<file path="config.mk">
export PLATFORM = sky130hd
export DESIGN_NAME = sort_sequencer_flat
export DESIGN_NICKNAME = d
export VERILOG_FILES = /design/src/rtl/sort_sequencer_if.sv /design/src/rtl/sort_sequencer.sv /design/src/flat_wrapper.sv
export SDC_FILE = /design/constraint.sdc
export NUM_CORES = 1
export LEC_CHECK = 0
export BUFFER_PORTS_ARGS = -buffer_cell sky130_fd_sc_hd__buf_2
export CAP_MARGIN = 20
export CORE_MARGIN = 4
export CORE_UTILIZATION = 45
export CTS_CLUSTER_SIZE = 28
export DETAILED_ROUTE_END_ITERATION = 6
export SLEW_MARGIN = 20
export SYNTH_ARGS = -nofsm -noshare
export SYNTH_HDL_FRONTEND = slang
export SYNTH_SLANG_ARGS = --single-unit
</file>
<file path="constraint.sdc">
create_clock -name i_clk -period 4.4 [get_ports i_clk]
set_clock_uncertainty 0.1 [all_clocks]
set_input_delay 0 -clock i_clk [delete_from_list [all_inputs] [get_ports i_clk]]
set_output_delay 0 -clock i_clk [all_outputs]
set_load 0.02 [all_outputs]
</file>
<file path="src/rtl/sort_sequencer_if.sv">
// Producer/consumer handshake bundle for sort_sequencer; slave is the sorter side,
// master is the side that feeds words in and drains sorted words out.
interface sort_sequencer_if #(
   parameter int WIDTH = 4
);
   logic             i_valid;
   logic             o_ready;
   logic [WIDTH-1:0] i_data;
   logic             o_valid;
   logic             i_ready;
   logic [WIDTH-1:0] o_data;
   logic             o_busy;
   logic             o_done;

   modport slave (
      input  i_valid, i_data, i_ready,
      output o_ready, o_valid, o_data, o_busy, o_done
   );

   modport master (
      output i_valid, i_data, i_ready,
      input  o_ready, o_valid, o_data, o_busy, o_done
   );
endinterface

</file>
<file path="src/rtl/sort_sequencer.sv">
// In-place bubble sorter: loads DEPTH words, sorts with one shared compare per cycle, streams ascending.
// SORT lasts (DEPTH-1)^2 cycles; define SORT_EARLY_EXIT_EN to stop after the first swap-free pass.
module greaterThan #(
   parameter int WIDTH = 4
) (
   input  logic [WIDTH-1:0] i_a,
   input  logic [WIDTH-1:0] i_b,
   output logic             o_ab
);
   assign o_ab = (i_a > i_b);
endmodule

module sort_sequencer #(
   parameter int WIDTH = 4,
   parameter int DEPTH = 4
) (
   input  logic             i_clk,
   input  logic             i_rst,
   sort_sequencer_if.slave  bus
);
   localparam int IW = $clog2(DEPTH);
   localparam logic [IW-1:0] LAST_IDX = IW'(DEPTH - 1);
   localparam logic [IW-1:0] LAST_CMP = IW'(DEPTH - 2);

   typedef enum logic [1:0] {ST_LOAD, ST_SORT, ST_OUT} state_t;

   state_t           state_q, state_d;
   logic [WIDTH-1:0] mem_q [DEPTH];
   logic [WIDTH-1:0] mem_d [DEPTH];
   logic [IW-1:0]    wr_idx_q, wr_idx_d;
   logic [IW-1:0]    rd_idx_q, rd_idx_d;
   logic [IW-1:0]    cmp_idx_q, cmp_idx_d;
   logic [IW-1:0]    pass_q, pass_d;
   logic             swap_flag_q, swap_flag_d;
   logic             valid_q, valid_d;
   logic             busy_q, busy_d;
   logic             done_q, done_d;

   logic [IW-1:0]    cmp_nxt;
   logic [WIDTH-1:0] cmp_a, cmp_b;
   logic             cmp_gt;
   logic             end_of_pass;
   logic             sort_finish;

   assign cmp_nxt = cmp_idx_q + 1'b1;
   assign cmp_a   = mem_q[cmp_idx_q];
   assign cmp_b   = mem_q[cmp_nxt];

   greaterThan #(.WIDTH(WIDTH)) u_cmp (
      .i_a  (cmp_a),
      .i_b  (cmp_b),
      .o_ab (cmp_gt)
   );

   assign end_of_pass = (cmp_idx_q == LAST_CMP);

`ifdef SORT_EARLY_EXIT_EN
   // A pass with no swaps, counting the one happening this cycle, means the data is sorted.
   assign sort_finish = end_of_pass && ((pass_q == LAST_CMP) || !(swap_flag_q || cmp_gt));
`else
   assign sort_finish = end_of_pass && (pass_q == LAST_CMP);
`endif

   always_comb begin
      state_d     = state_q;
      mem_d       = mem_q;
      wr_idx_d    = wr_idx_q;
      rd_idx_d    = rd_idx_q;
      cmp_idx_d   = cmp_idx_q;
      pass_d      = pass_q;
      swap_flag_d = swap_flag_q;
      valid_d     = valid_q;
      busy_d      = busy_q;
      done_d      = 1'b0;

      case (state_q)
         ST_LOAD: begin
            if (bus.i_valid) begin
               mem_d[wr_idx_q] = bus.i_data;
               if (wr_idx_q == LAST_IDX) begin
                  wr_idx_d = '0;
                  state_d  = ST_SORT;
                  busy_d   = 1'b1;
               end else begin
                  wr_idx_d = wr_idx_q + 1'b1;
               end
            end
         end
         ST_SORT: begin
            // Strict compare keeps equal words in place, so the sort is stable.
            if (cmp_gt) begin
               mem_d[cmp_idx_q] = cmp_b;
               mem_d[cmp_nxt]   = cmp_a;
            end
            if (end_of_pass) begin
               swap_flag_d = 1'b0;
               cmp_idx_d   = '0;
               pass_d      = pass_q + 1'b1;
            end else begin
               swap_flag_d = swap_flag_q | cmp_gt;
               cmp_idx_d   = cmp_nxt;
            end
            if (sort_finish) begin
               state_d     = ST_OUT;
               pass_d      = '0;
               swap_flag_d = 1'b0;
               busy_d      = 1'b0;
               done_d      = 1'b1;
               valid_d     = 1'b1;
            end
         end
         ST_OUT: begin
            if (bus.i_ready) begin
               if (rd_idx_q == LAST_IDX) begin
                  rd_idx_d = '0;
                  state_d  = ST_LOAD;
                  valid_d  = 1'b0;
               end else begin
                  rd_idx_d = rd_idx_q + 1'b1;
               end
            end
         end
         default: begin
            state_d = ST_LOAD;
         end
      endcase
   end

   always_ff @(posedge i_clk) begin
      if (i_rst) begin
         state_q     <= ST_LOAD;
         for (int i = 0; i < DEPTH; i++) begin
            mem_q[i] <= '0;
         end
         wr_idx_q    <= '0;
         rd_idx_q    <= '0;
         cmp_idx_q   <= '0;
         pass_q      <= '0;
         swap_flag_q <= 1'b0;
         valid_q     <= 1'b0;
         busy_q      <= 1'b0;
         done_q      <= 1'b0;
      end else begin
         state_q     <= state_d;
         mem_q       <= mem_d;
         wr_idx_q    <= wr_idx_d;
         rd_idx_q    <= rd_idx_d;
         cmp_idx_q   <= cmp_idx_d;
         pass_q      <= pass_d;
         swap_flag_q <= swap_flag_d;
         valid_q     <= valid_d;
         busy_q      <= busy_d;
         done_q      <= done_d;
      end
   end

   // Ready is masked by reset so the producer never sees an accept while the block is held.
   assign bus.o_ready = (state_q == ST_LOAD) && !i_rst;
   assign bus.o_valid = valid_q;
   assign bus.o_data  = mem_q[rd_idx_q];
   assign bus.o_busy  = busy_q;
   assign bus.o_done  = done_q;

endmodule

</file>
<file path="src/flat_wrapper.sv">
// flat-port wrapper written by rule: the top's interface ports become plain ports
module sort_sequencer_flat 
#(
   parameter int WIDTH = 4,
   parameter int DEPTH = 4
)
  (i_clk, i_rst, bus_i_valid, bus_i_data, bus_i_ready, bus_o_ready, bus_o_valid, bus_o_data, bus_o_busy, bus_o_done);
  sort_sequencer_if #(.WIDTH(WIDTH)) bus_i ();
  input  logic i_clk;
  input  logic i_rst;
  input wire logic [$bits(bus_i.i_valid)-1:0] bus_i_valid;
  input wire logic [$bits(bus_i.i_data)-1:0] bus_i_data;
  input wire logic [$bits(bus_i.i_ready)-1:0] bus_i_ready;
  output wire logic [$bits(bus_i.o_ready)-1:0] bus_o_ready;
  output wire logic [$bits(bus_i.o_valid)-1:0] bus_o_valid;
  output wire logic [$bits(bus_i.o_data)-1:0] bus_o_data;
  output wire logic [$bits(bus_i.o_busy)-1:0] bus_o_busy;
  output wire logic [$bits(bus_i.o_done)-1:0] bus_o_done;
  assign bus_i.i_valid = bus_i_valid;
  assign bus_i.i_data = bus_i_data;
  assign bus_i.i_ready = bus_i_ready;
  assign bus_o_ready = bus_i.o_ready;
  assign bus_o_valid = bus_i.o_valid;
  assign bus_o_data = bus_i.o_data;
  assign bus_o_busy = bus_i.o_busy;
  assign bus_o_done = bus_i.o_done;
  sort_sequencer #(.WIDTH(WIDTH), .DEPTH(DEPTH)) u_core (.i_clk(i_clk), .i_rst(i_rst), .bus(bus_i));
endmodule
</file>
Word level (Yosys, flattened, before mapping)
Index checks and enable logic that the tools add are counted.
Storage, ports and cells
  word-level logic and storage cells: 100
  register bits: 29
  output and inout bits: 8
Operators by class
  mux-type cells: 41
  reductions and logical operators: 18
  $add $sub $neg: 4
  bitwise gates (word level): 5
  eq/ne operators: 12
  $lt $le $gt $ge: 8
Operators by type and width (count)
  bitwise mux 16 bit: 3
  2-to-1 mux 4 bit: 9
  2-to-1 mux 16 bit: 2
  case mux 16 bit (2 select lines): 1
  binary-select mux 4 bit (select 2 bit): 3
  demux 4 bit (select 2 bit): 3
  2-to-1 mux 2 bit: 10
  >= comparator 3 bit (second input constant): 4
  NOT 2 -> 3 bit: 4
  equality test 2 bit (second input constant): 5
  less-than comparator 3 x 1 -> 1 bit (second input constant): 3
  adder 2 x 1 -> 2 bit (second input constant): 4
  inequality test 2 x 1 -> 1 bit (second input constant): 4
  AND reduction 4 bit: 2
  2-to-1 mux 1 bit: 7
  case mux 2 bit (3 select lines): 1
  AND reduction 2 bit: 3
  nonzero test 2 bit: 3
  logical AND 1 bit: 5
  AND reduction 5 bit: 1
  > comparator 4 bit: 1
  inequality test 2 bit (second input constant): 2
  case mux 1 bit (2 select lines): 2
  AND reduction 3 bit: 1
  5 further kinds: 5

Longest topological paths before layout
Gate-level depths: netlist of run 1.
  depth after elaboration: 9
  gate-level depth with buffers: 12
  gate-level depth less buffers: 9

Cells and area by module
A second synthesis of run 1 with hierarchy kept.
Second synthesis, totals
  cells, all modules: 247
  area, all modules: 2175.8 um^2
Modules (own cells, without submodules)
  sort_sequencer: seq. area each 580.6 um^2, instances 1, area each 2077.0 um^2, cells an instance 234
  greaterThan: seq. area each 0.0 um^2, instances 1, area each 98.8 um^2, cells an instance 13

Least setup slack after synthesis of run 1
Ideal clock, no wire load.
  kind: register -> register
  start point: reg u_core.cmp_idx_q[1]
  end point: reg u_core.mem_q[14] (netlist name)
  cell stages (with the launch flop): 13
  required time: 4155 ps
  arrival: 2945 ps
  setup time: 145 ps
  clock period less this slack: 3190 ps
  setup slack: 1210 ps
  cells stage by stage: dfxtp_1 -> buf_6 -> buf_2 -> inv_1 -> ha_1 -> mux4_1 -> inv_1 -> ha_1 -> and4_1 -> o21ai_2 -> o21a_1 -> buf_2 -> a221oi_1
Between the ends
  cells in the longest elaborated chain, start to end: 9
  elaborated cells on any way between the ends: 26
RTL lines
  from (decl): RTL line sort_sequencer.sv:32  | logic [IW-1:0] cmp_idx_q, cmp_idx_d;
  from (signal assigned): RTL line sort_sequencer.sv:148  | cmp_idx_q <= cmp_idx_d;
  branches (longest 9 deep; another with > comparator 4 bit)
  to (signal assigned): RTL line sort_sequencer.sv:145  | mem_q <= mem_d;
  to (decl): RTL line sort_sequencer.sv:28  | logic [WIDTH-1:0] mem_q [DEPTH];
Parallel ways; which one is timed is not known. The select of a mux whose other input is x is not followed.
A chain may end at the register's enable or synchronous reset.

Final worst setup path of run 1
Ends and elaborated chain as after synthesis.

==> metrics.md, run 1 <==
| Metric | Value |
|---|---|
| IO Count | 16 |
| Unique masters post-synth | 45 |
| Via count | ~2,100 |
| Slew margin rel. | 42.9% |
| Mean Syn Cell Area | roughly 9.2 um^2 |
| Fin crit share | 79.6% |
| Longest Clk Path Bufs | 2 |
| Core region area | 5110 um^2 |
| Final GP Congestion | roughly 0.92 |
| Die area | 6520 um^2 |
| CTS H-tree depth | 2 |
| Share of post-route cells with drive strength above 1 | 18.6% |
| Post-route cell area | 2560 um^2 |
| Mapped cell area | 2380 um^2 |
| Final nets | 289 |
| Clock root cell | clkbuf_8 |
| Vias per cell | 6.27 |
| Min cycle time layout | 3.50 ns |
| PortBufs | 15 |
| Register area share after synthesis | between 20% and 30% |
| Arr. time, crit path | 3.53 ns |
| First-pass GRT wire length | 10,800 um |
| Starting DRT DRC Count | 158 |
| Top_reg_cell synth | dfxtp_1 |
| Antenna violations before repair | 0 |
| Syn_nets | 280 |
| Power per cell area | between 200 and 300 nW/um^2 |
| GRT Total Usage | 21.9% |
| Die Span Y | 80.7 um |
| Status | finished, final reports clean |
| Leakage | approximately 0.86 nW |
| Synth Area in Compound Gates | between 20% and 30% |
| Post-synth EDFFs | 0 |
| Final ANT Viol Nets | 0 |
| Crit path capture type | flip-flop |
| DP HPWL | 4860 um |
| DR pass1 iterations | 5 |
| Placed Area | 2450 um^2 |
| Non-Filler Instances | 339 |
| Final wirelength | roughly 6400 um |
| Worst slew pin tran | 0.856 ns |
| Worst-Skew Late Latency | 0.29 ns |
| Worst-path clk slew | 0.07 ns |
| Synth Area in Simple Gates | 16.7% |
| Worst Path Max Fanout | 20 |
| CTS sink count | 29 |
| Setup repair after global routing missed its margin | no |
| Post-synthesis mux area share | 15.9% |
| Post-DR wirelength/cell | approximately 19 um |
| Flops & latches, synth | 29 |
| CP max-delay cell | mux4_1 |
| Post-synthesis xor/xnor area fraction | 0% |
| Largest family of logic cells by synthesized area | compound AO/OA/AOI/OAI gates |
| Worst Path Required | 4.43 ns |
| Setup Fix Bufs, Post-CTS | 0 |
| Number of max-cap violations | 0 |
| Adder-cell share of the synthesized area | 6.83% |
| Max VDD drop | 0.174 mV |
| Critical path origin | u_core.cmp_idx_q[1] |
| CTS tree | done |
| Slew Limit Fails | 0 |
| Total negative setup slack | 0 ns |
| HP Class | primary input to flip-flop |
| Synth Warn # | 0 |
| Layout area overhead | 7.46% |
| Die X | ~81 um |
| Setup CP Type | flip-flop to flip-flop |
| Critical Path Start Type | flip-flop |
| Global route overflow | 0 |
| Filler cell count | 502 |
| Vias in the first global route | 2,062 |
| Post-Place Cells | between 300 and 400 |
| CTS buffer count | 5 |
| Worst reg2reg startpoint | u_core.cmp_idx_q[1] |
| Min-delay src | bus_i_valid |
| Max Fclk | 0.285 GHz |
| # setup viols final | 0 |
| Fin. Hold Viols | 0 |
| Max incr delay on CP | 0.69 ns |
| Mapped Cells | 259 |
| # rows | 26 |
| Synth async-reset ratio | 0% |
| Number of antenna cells inserted | 0 |
| Starting Density | 46.6% |
| Critical-path cell list | buf_4 > inv_1 > ha_1 > mux4_1 > inv_1 > ha_1 > and4_1 > o21ai_2 > o21a_1 > a221oi_1 |
| Largest net degree at the start of global routing | 31 |
| Residual DRC | 0 |
[state kept, by name (all words and copies together) (netlist names)]
register / flops
u_core.bus.o_busy: 1
u_core.wr_idx_q: 2
u_core.bus.o_valid: 1
u_core.bus.o_done: 1
u_core.pass_q: 2
u_core.cmp_idx_q: 2
u_core.state_q: 2
u_core.mem_q: 16
u_core.rd_idx_q: 2
[report_power, final]
| part | switching (mW) | total (mW) | internal [mW] |
|---|---|---|---|
| clock | 0.108 | 0.250 | 0.141 |
| combinational | 0.103 | 0.174 | 0.0709 |
| sequential | 0.0180 | 0.294 | 0.275 |
[through the flow]
step / setup slack [ns] / hold WS, ns / power, mW / utilization [%]
floorplan: 1.21 / 0.103 / 0.421 / -
global placement: 1.03 / 0.210 / 0.468 / 47.9
detailed placement: 0.950 / 0.215 / 0.469 / 47.9
CTS: 0.931 / 0.0434 / 0.720 / 50.1
global route: 0.740 / 0.0866 / 0.754 / 50.1
finish: 0.897 / 0.0477 / 0.717 / 50.1
[logic make-up after synthesis]
kind of cell | count (synthesis)
AO/OA/AOI/OAI | 79
adder cells (fa/ha/maj) | 13
buffers and inverters | 42
flip-flops | 29
multiplexers | 26
AND/OR/NAND/NOR | 70
[cells in the final DEF (no fill, tap or decap), types with 3 or more instances in the layout]
| master | Yosys | final |
|---|---|---|
| o21a_1 | 4 | 4 |
| mux2i_1 | 9 | 9 |
| o211ai_1 | 4 | 4 |
| a2111oi_1 | 4 | 4 |
| inv_1 | 26 | 26 |
| a32oi_1 | 4 | 4 |
| mux2_2 | 8 | 8 |
| buf_2 | 5 | 15 |
| dfxtp_1 | 29 | 29 |
| o21ai_2 | 4 | 4 |
| clkbuf_8 | 0 | 7 |
| ha_1 | 13 | 13 |
| nand2_1 | 17 | 17 |
| a32o_1 | 12 | 12 |
| mux4_2 | 7 | 7 |
| nor2_1 | 22 | 22 |
| nor3_1 | 7 | 7 |
| o2111a_1 | 4 | 4 |
| a221oi_1 | 16 | 16 |
| a21oi_1 | 15 | 15 |
| nand3b_1 | 3 | 3 |
| a2111oi_0 | 7 | 7 |
[cells in the mapped netlist, types with 2 or more instances]
cell type   n  area (um^2)
buf_6       5         56.3
o21ai_2     4         35.0
and4bb_1    2         25.0
o2111a_1    4         45.0
a2111oi_1   4         40.0
a2111oi_0   7         61.3
dfxtp_1    29          581
nand3b_1    3         22.5
and4b_1     2         20.0
inv_1      26         97.6
mux2i_1     9         90.1
buf_2       5         25.0
nand4b_1    2         17.5
nand2_1    17         63.8
or4b_4      2         27.5
mux2_2      8         90.1
o21ai_0     2         10.0
a32oi_1     4         35.0
ha_1       13          163
o21a_1      4         30.0
a221oi_1   16          140
buf_4       2         15.0
a21oi_1    15         75.1
mux4_2      7          158
o211ai_1    4         30.0
nor3_1      7         35.0
nor2_1     22         82.6
a32o_1     12          120
nor3b_1     2         15.0
clkbuf_1    4         15.0
nor2b_1     2         12.5
[path summary, 6_finish.rpt]
kind / to / slack [ns] / cells after the start
worst max register to register: u_core.mem_q[14] / 0.90 / 10
worst max-delay path: u_core.mem_q[14] / 0.90 / 10
worst min register to register: u_core.bus.o_valid / 0.38 / 2
worst min-delay path: u_core.wr_idx_q[1] / 0.05 / 4
[layer usage]
metal / wire length, um / up-vias / track usage [%]
li1: - / 1035 / -
met1: 3150 / 1015 / 30.9
met2: 2870 / 66 / 34.0
met3: 299 / 11 / 3.33
met4: 131 / 0 / 7.60
met5: 0 / - / 0
[worst max-delay path: cells and delay by family (launching register included)]
family          cells  cell delay (ns)
simple gates        1             0.16
buf+inv             3             0.47
mux                 1             0.69
flops               1             0.31
compound gates      3             0.97
fa+ha+maj           2             0.61
[repair_timing]
action / CTS / global route
gates resized for setup: 0 / 0
hold endpoints to repair: 1 / 0
hold buffers: 1 / 0
[cell type report]
class / instances / area (um^2) / area share (%)
inverters: 26 / 97.6 / 3.81
flip-flops and latches: 29 / 581 / 22.7
clock buffers: 7 / 96.3 / 3.77
well taps: 70 / 87.6 / 3.42
repair buffers: 18 / 100 / 3.91
clock inverters: 1 / 5.00 / 0.196
multi-input cells: 188 / 1590 / 62.2
(Power assumes the default switching activity.)
==> run 2: changes to the inputs <==
--- a/config.mk
+++ b/config.mk
@@ -5,6 +5,7 @@
 export SDC_FILE = /design/constraint.sdc
 export NUM_CORES = 1
 export LEC_CHECK = 0
+export ABC_AREA = 1
 export BUFFER_PORTS_ARGS = -buffer_cell sky130_fd_sc_hd__buf_2
 export CAP_MARGIN = 20
 export CORE_MARGIN = 4
==> constraint.sdc (replaced) <==
create_clock -name i_clk -period 3.1 [get_ports i_clk]
set_clock_uncertainty 0.1 [all_clocks]
set_input_delay 0 -clock i_clk [delete_from_list [all_inputs] [get_ports i_clk]]
set_output_delay 0 -clock i_clk [all_outputs]
set_load 0.02 [all_outputs]
==> metrics.md, run 2 <==
| Metric | Value |
|---|---|
| Register Area | 581 um^2 (unchanged) |
| PortBufs | 15 (unchanged) |
| Critical path origin | u_core.cmp_idx_q[1] |
| Hold_buf cts | 3 (+2) |
| HP Class | primary input to flip-flop |
| Max Fclk | 0.352 GHz (+23%) |
| Min cycle time layout | 2.84 ns (-0.663 ns) |
| Total negative setup slack | 0 ns (unchanged) |
| Final nets | 413 (+43%) |
| Largest net degree at the start of global routing | 24 (-23%) |
| Longest Clk Path Bufs | 2 (unchanged) |
| Worst-path clk slew | 0.07 ns (about the same) |
| Syn_nets | 396 (+41%) |
| Hold worst-path end | u_core.mem_q[14] |
| Die Span Y | 78.8 um (-2.4%) |
| Clock root cell | clkbuf_8 |
| Starting DRT DRC Count | 278 (+76%) |
| Critical Path Start Type | flip-flop |
| # setup viols final | 0 (unchanged) |
| Final GP Congestion | 0.930 (+1.3%) |
| First-pass GRT wire length | 10,700 um (-1.5%) |
| Starting Density | 47.1% (+0.47 points) |
| Worst Path Max Fanout | 8 (-60%) |
| Register area share after synthesis | 25.8% (+1.4 points) |
| Mean Syn Cell Area | 6.01 um^2 (-35%) |
| Arr. time, crit path | 2.92 ns (-0.61 ns) |
| Residual DRC | 0 (unchanged) |
| # rows | 25 (-3.8%) |
| Power per cell area | 415 nW/um^2 (+48%) |
| Min-delay src | bus_i_data[2] |
| CTS buffer count | 5 (unchanged) |
| Post-synth top cells | nand2_1, nand3_1, inv_1, nor2_1, dfxtp_1 |
| Most frequent cells in the layout | nand2_1, nand3_1, inv_1, nor2_1, dfxtp_1 |
| R2R depth | 16 (+6) |
| DR pass1 iterations | 5 (unchanged) |
| Via count | 2,425 (+14%) |
| Die X | 78.8 um (-2.4%) |
| Worst-Skew Late Latency | 0.29 ns (about the same) |
| Flops & latches, synth | 29 (unchanged) |
| Mapped Cells | 375 (+45%) |
| Global route overflow | 0 (unchanged) |
| CTS H-tree depth | 2 (unchanged) |
| Area of the multi-input gates | 1450 um^2 (-9.2%) |
| Final wirelength | 6500 um (+0.76%) |
| Max VDD drop | 0.229 mV (+31%) |
| Slew margin rel. | 51.8% (+8.9 points) |
| FF-to-FF setup slack | 0.26 ns (-0.64 ns) |
| Largest register FFs | 16 (unchanged) |
| Commonest non-fill, non-tap cell in the layout | nand2_1 |
| Post-synth EDFFs | 0 (unchanged) |
| Synth Warn # | 0 (unchanged) |
| Worst reg2reg startpoint | u_core.cmp_idx_q[1] |
| Top Usage Layer GRT | met2 |
| Fin. Hold Viols | 0 (unchanged) |
| Vias in the first global route | 2,156 (+4.6%) |
| Status | finished, final reports clean |
| IO Count | 16 (unchanged) |
| Share of post-route cells with drive strength above 1 | 10.9% (-7.6 points) |
| Top-count cell post-synth | nand2_1 |
| Antenna violations before repair | 0 (unchanged) |
| Fin crit share | 91.6% (+12 points) |
| Number of antenna cells inserted | 0 (unchanged) |
| Top_reg_cell synth | dfxtp_1 |
| Setup Fix Bufs, Post-CTS | 0 (unchanged) |
| Synth async-reset ratio | 0% (unchanged) |
| Crit path capture type | flip-flop |
| Yosys top cell by area | dfxtp_1 |
| Met1 GRT Util | 31.4% (+0.49 points) |
| Filler cell count | 520 (+3.6%) |
| Vias per cell | 5.27 (-16%) |
| Final Util | 52.1% (+2.0 points) |
| Worst Path Required | 3.18 ns (-1.25 ns) |
| Worst slew pin tran | 0.722 ns (-0.135 ns) |
| CTS tree | done |
| Number of max-cap violations | 0 (unchanged) |
| Setup CP Type | flip-flop to flip-flop |
| GRT Total Usage | 22.1% (+0.23 points) |
| Unique masters post-synth | 26 (-42%) |
| Grt met2 use | 32.9% (-1.1 points) |
| Leakage | 1.22 nW (+42%) |
| Synth area leaders | dfxtp_1, nand2_1, nand3_1, ha_1, inv_1 |
| CTS sink count | 29 (unchanged) |
| Final ANT Viol Nets | 0 (unchanged) |
| Layout area overhead | 10.5% |
| Post-DR wirelength/cell | 14.1 um (-26%) |
| Die area | 6200 um^2 (-4.8%) |
| Most flops, register | u_core.mem_q |
| Top-area cell type share of the netlist area | 25.8% (+1.4 points) |
| Setup repair after global routing missed its margin | no |
| WHS Path Cells | 5 (+1) |
| Mapped cell area | 2250 um^2 (-5.4%) |
| Met3 usage | 4.76% (+1.4 points) |
| Post-CTS resize count | 0 (unchanged) |
| DP HPWL | 4840 um (-0.43%) |
| Core region area | 4790 um^2 (-6.3%) |
| Worst r2r dst | u_core.mem_q[12] |
| Slew Limit Fails | 0 (unchanged) |
## run 2: changes by cell type after synthesis, moves of 9 or more
| cell | change |
|---|---|
| a32o_1 | -12 |
| mux2i_1 | -9 |
| nor2_1 | +19 |
| nand2_1 | +108 |
| nand3_1 | +52 |
| a221oi_1 | -16 |
| inv_1 | +15 |
## run 2: cells by family after synthesis
logic type / count (synthesis) / synth area share (%)
buffers and inverters: 53 / 10.1
AOI/OAI and AO/OA: 36 / 8.38
and+or+nand+nor: 244 / 48.5
DFF: 29 / 25.8
adders and majority gates: 13 / 7.22
## run 2: power breakdown
part / leakage, nW / switching, mW / total [mW] / internal, mW
Clock: 0.0542 / 0.154 / 0.355 / 0.200
Sequential: 0.236 / 0.0231 / 0.415 / 0.392
Combinational: 0.928 / 0.172 / 0.265 / 0.0932
## run 2: how the worst max path moves through the flow
stage,to,slack [ns]
2_1_floorplan,u_core.mem_q[2],0.56
3_3_place_gp,u_core.mem_q[10],0.39
3_5_place_dp,u_core.mem_q[5],0.33
4_1_cts,u_core.mem_q[14],0.30
5_1_grt,u_core.mem_q[14],0.06
6_report,u_core.mem_q[12],0.26
## run 2: per-stage QoR
step	total power [mW]	hold WS, ns	setup slack [ns]	area [um^2]	cells
after global placement	0.678	0.135	0.393	2360	449
final	1.03	0.0463	0.260	2490	460
after detailed placement	0.678	0.135	0.335	2360	449
after global routing	1.10	0.0590	0.0594	2490	460
after CTS	1.04	0.0405	0.298	2490	460
after floorplan	0.612	0.00764	0.558	2250	375
## run 2: layer usage
metal	share of wire [%]	wire (um)
met2	41	2690
met1	50	3240
met4	1.9	126
met3	6.9	450
met5	0	0
## run 2: area by class of cell
| class | instances | area share (%) |
|---|---|---|
| clock buffer | 7 | 3.87 |
| timing repair buffer | 19 | 4.52 |
| tap | 67 | 3.37 |
| sequential | 29 | 23.3 |
| clock inverter | 1 | 0.201 |
| multi-input combinational | 293 | 58.0 |
| inverter | 44 | 6.73 |
## run 2: critical path: stages (launching register included)
cell and delay, ns:
dfxtp_1 0.45, inv_1 0.19, ha_1 0.41, inv_1 0.11, nand3_1 0.11, and2_1 0.25
inv_1 0.07, ha_1 0.29, nand2_1 0.06, nor2_1 0.17, nor2_4 0.04, nand2_2 0.09
nand2_4 0.10, nand2_4 0.13, nand2_1 0.06, nand2_1 0.05, nor2_1 0.05
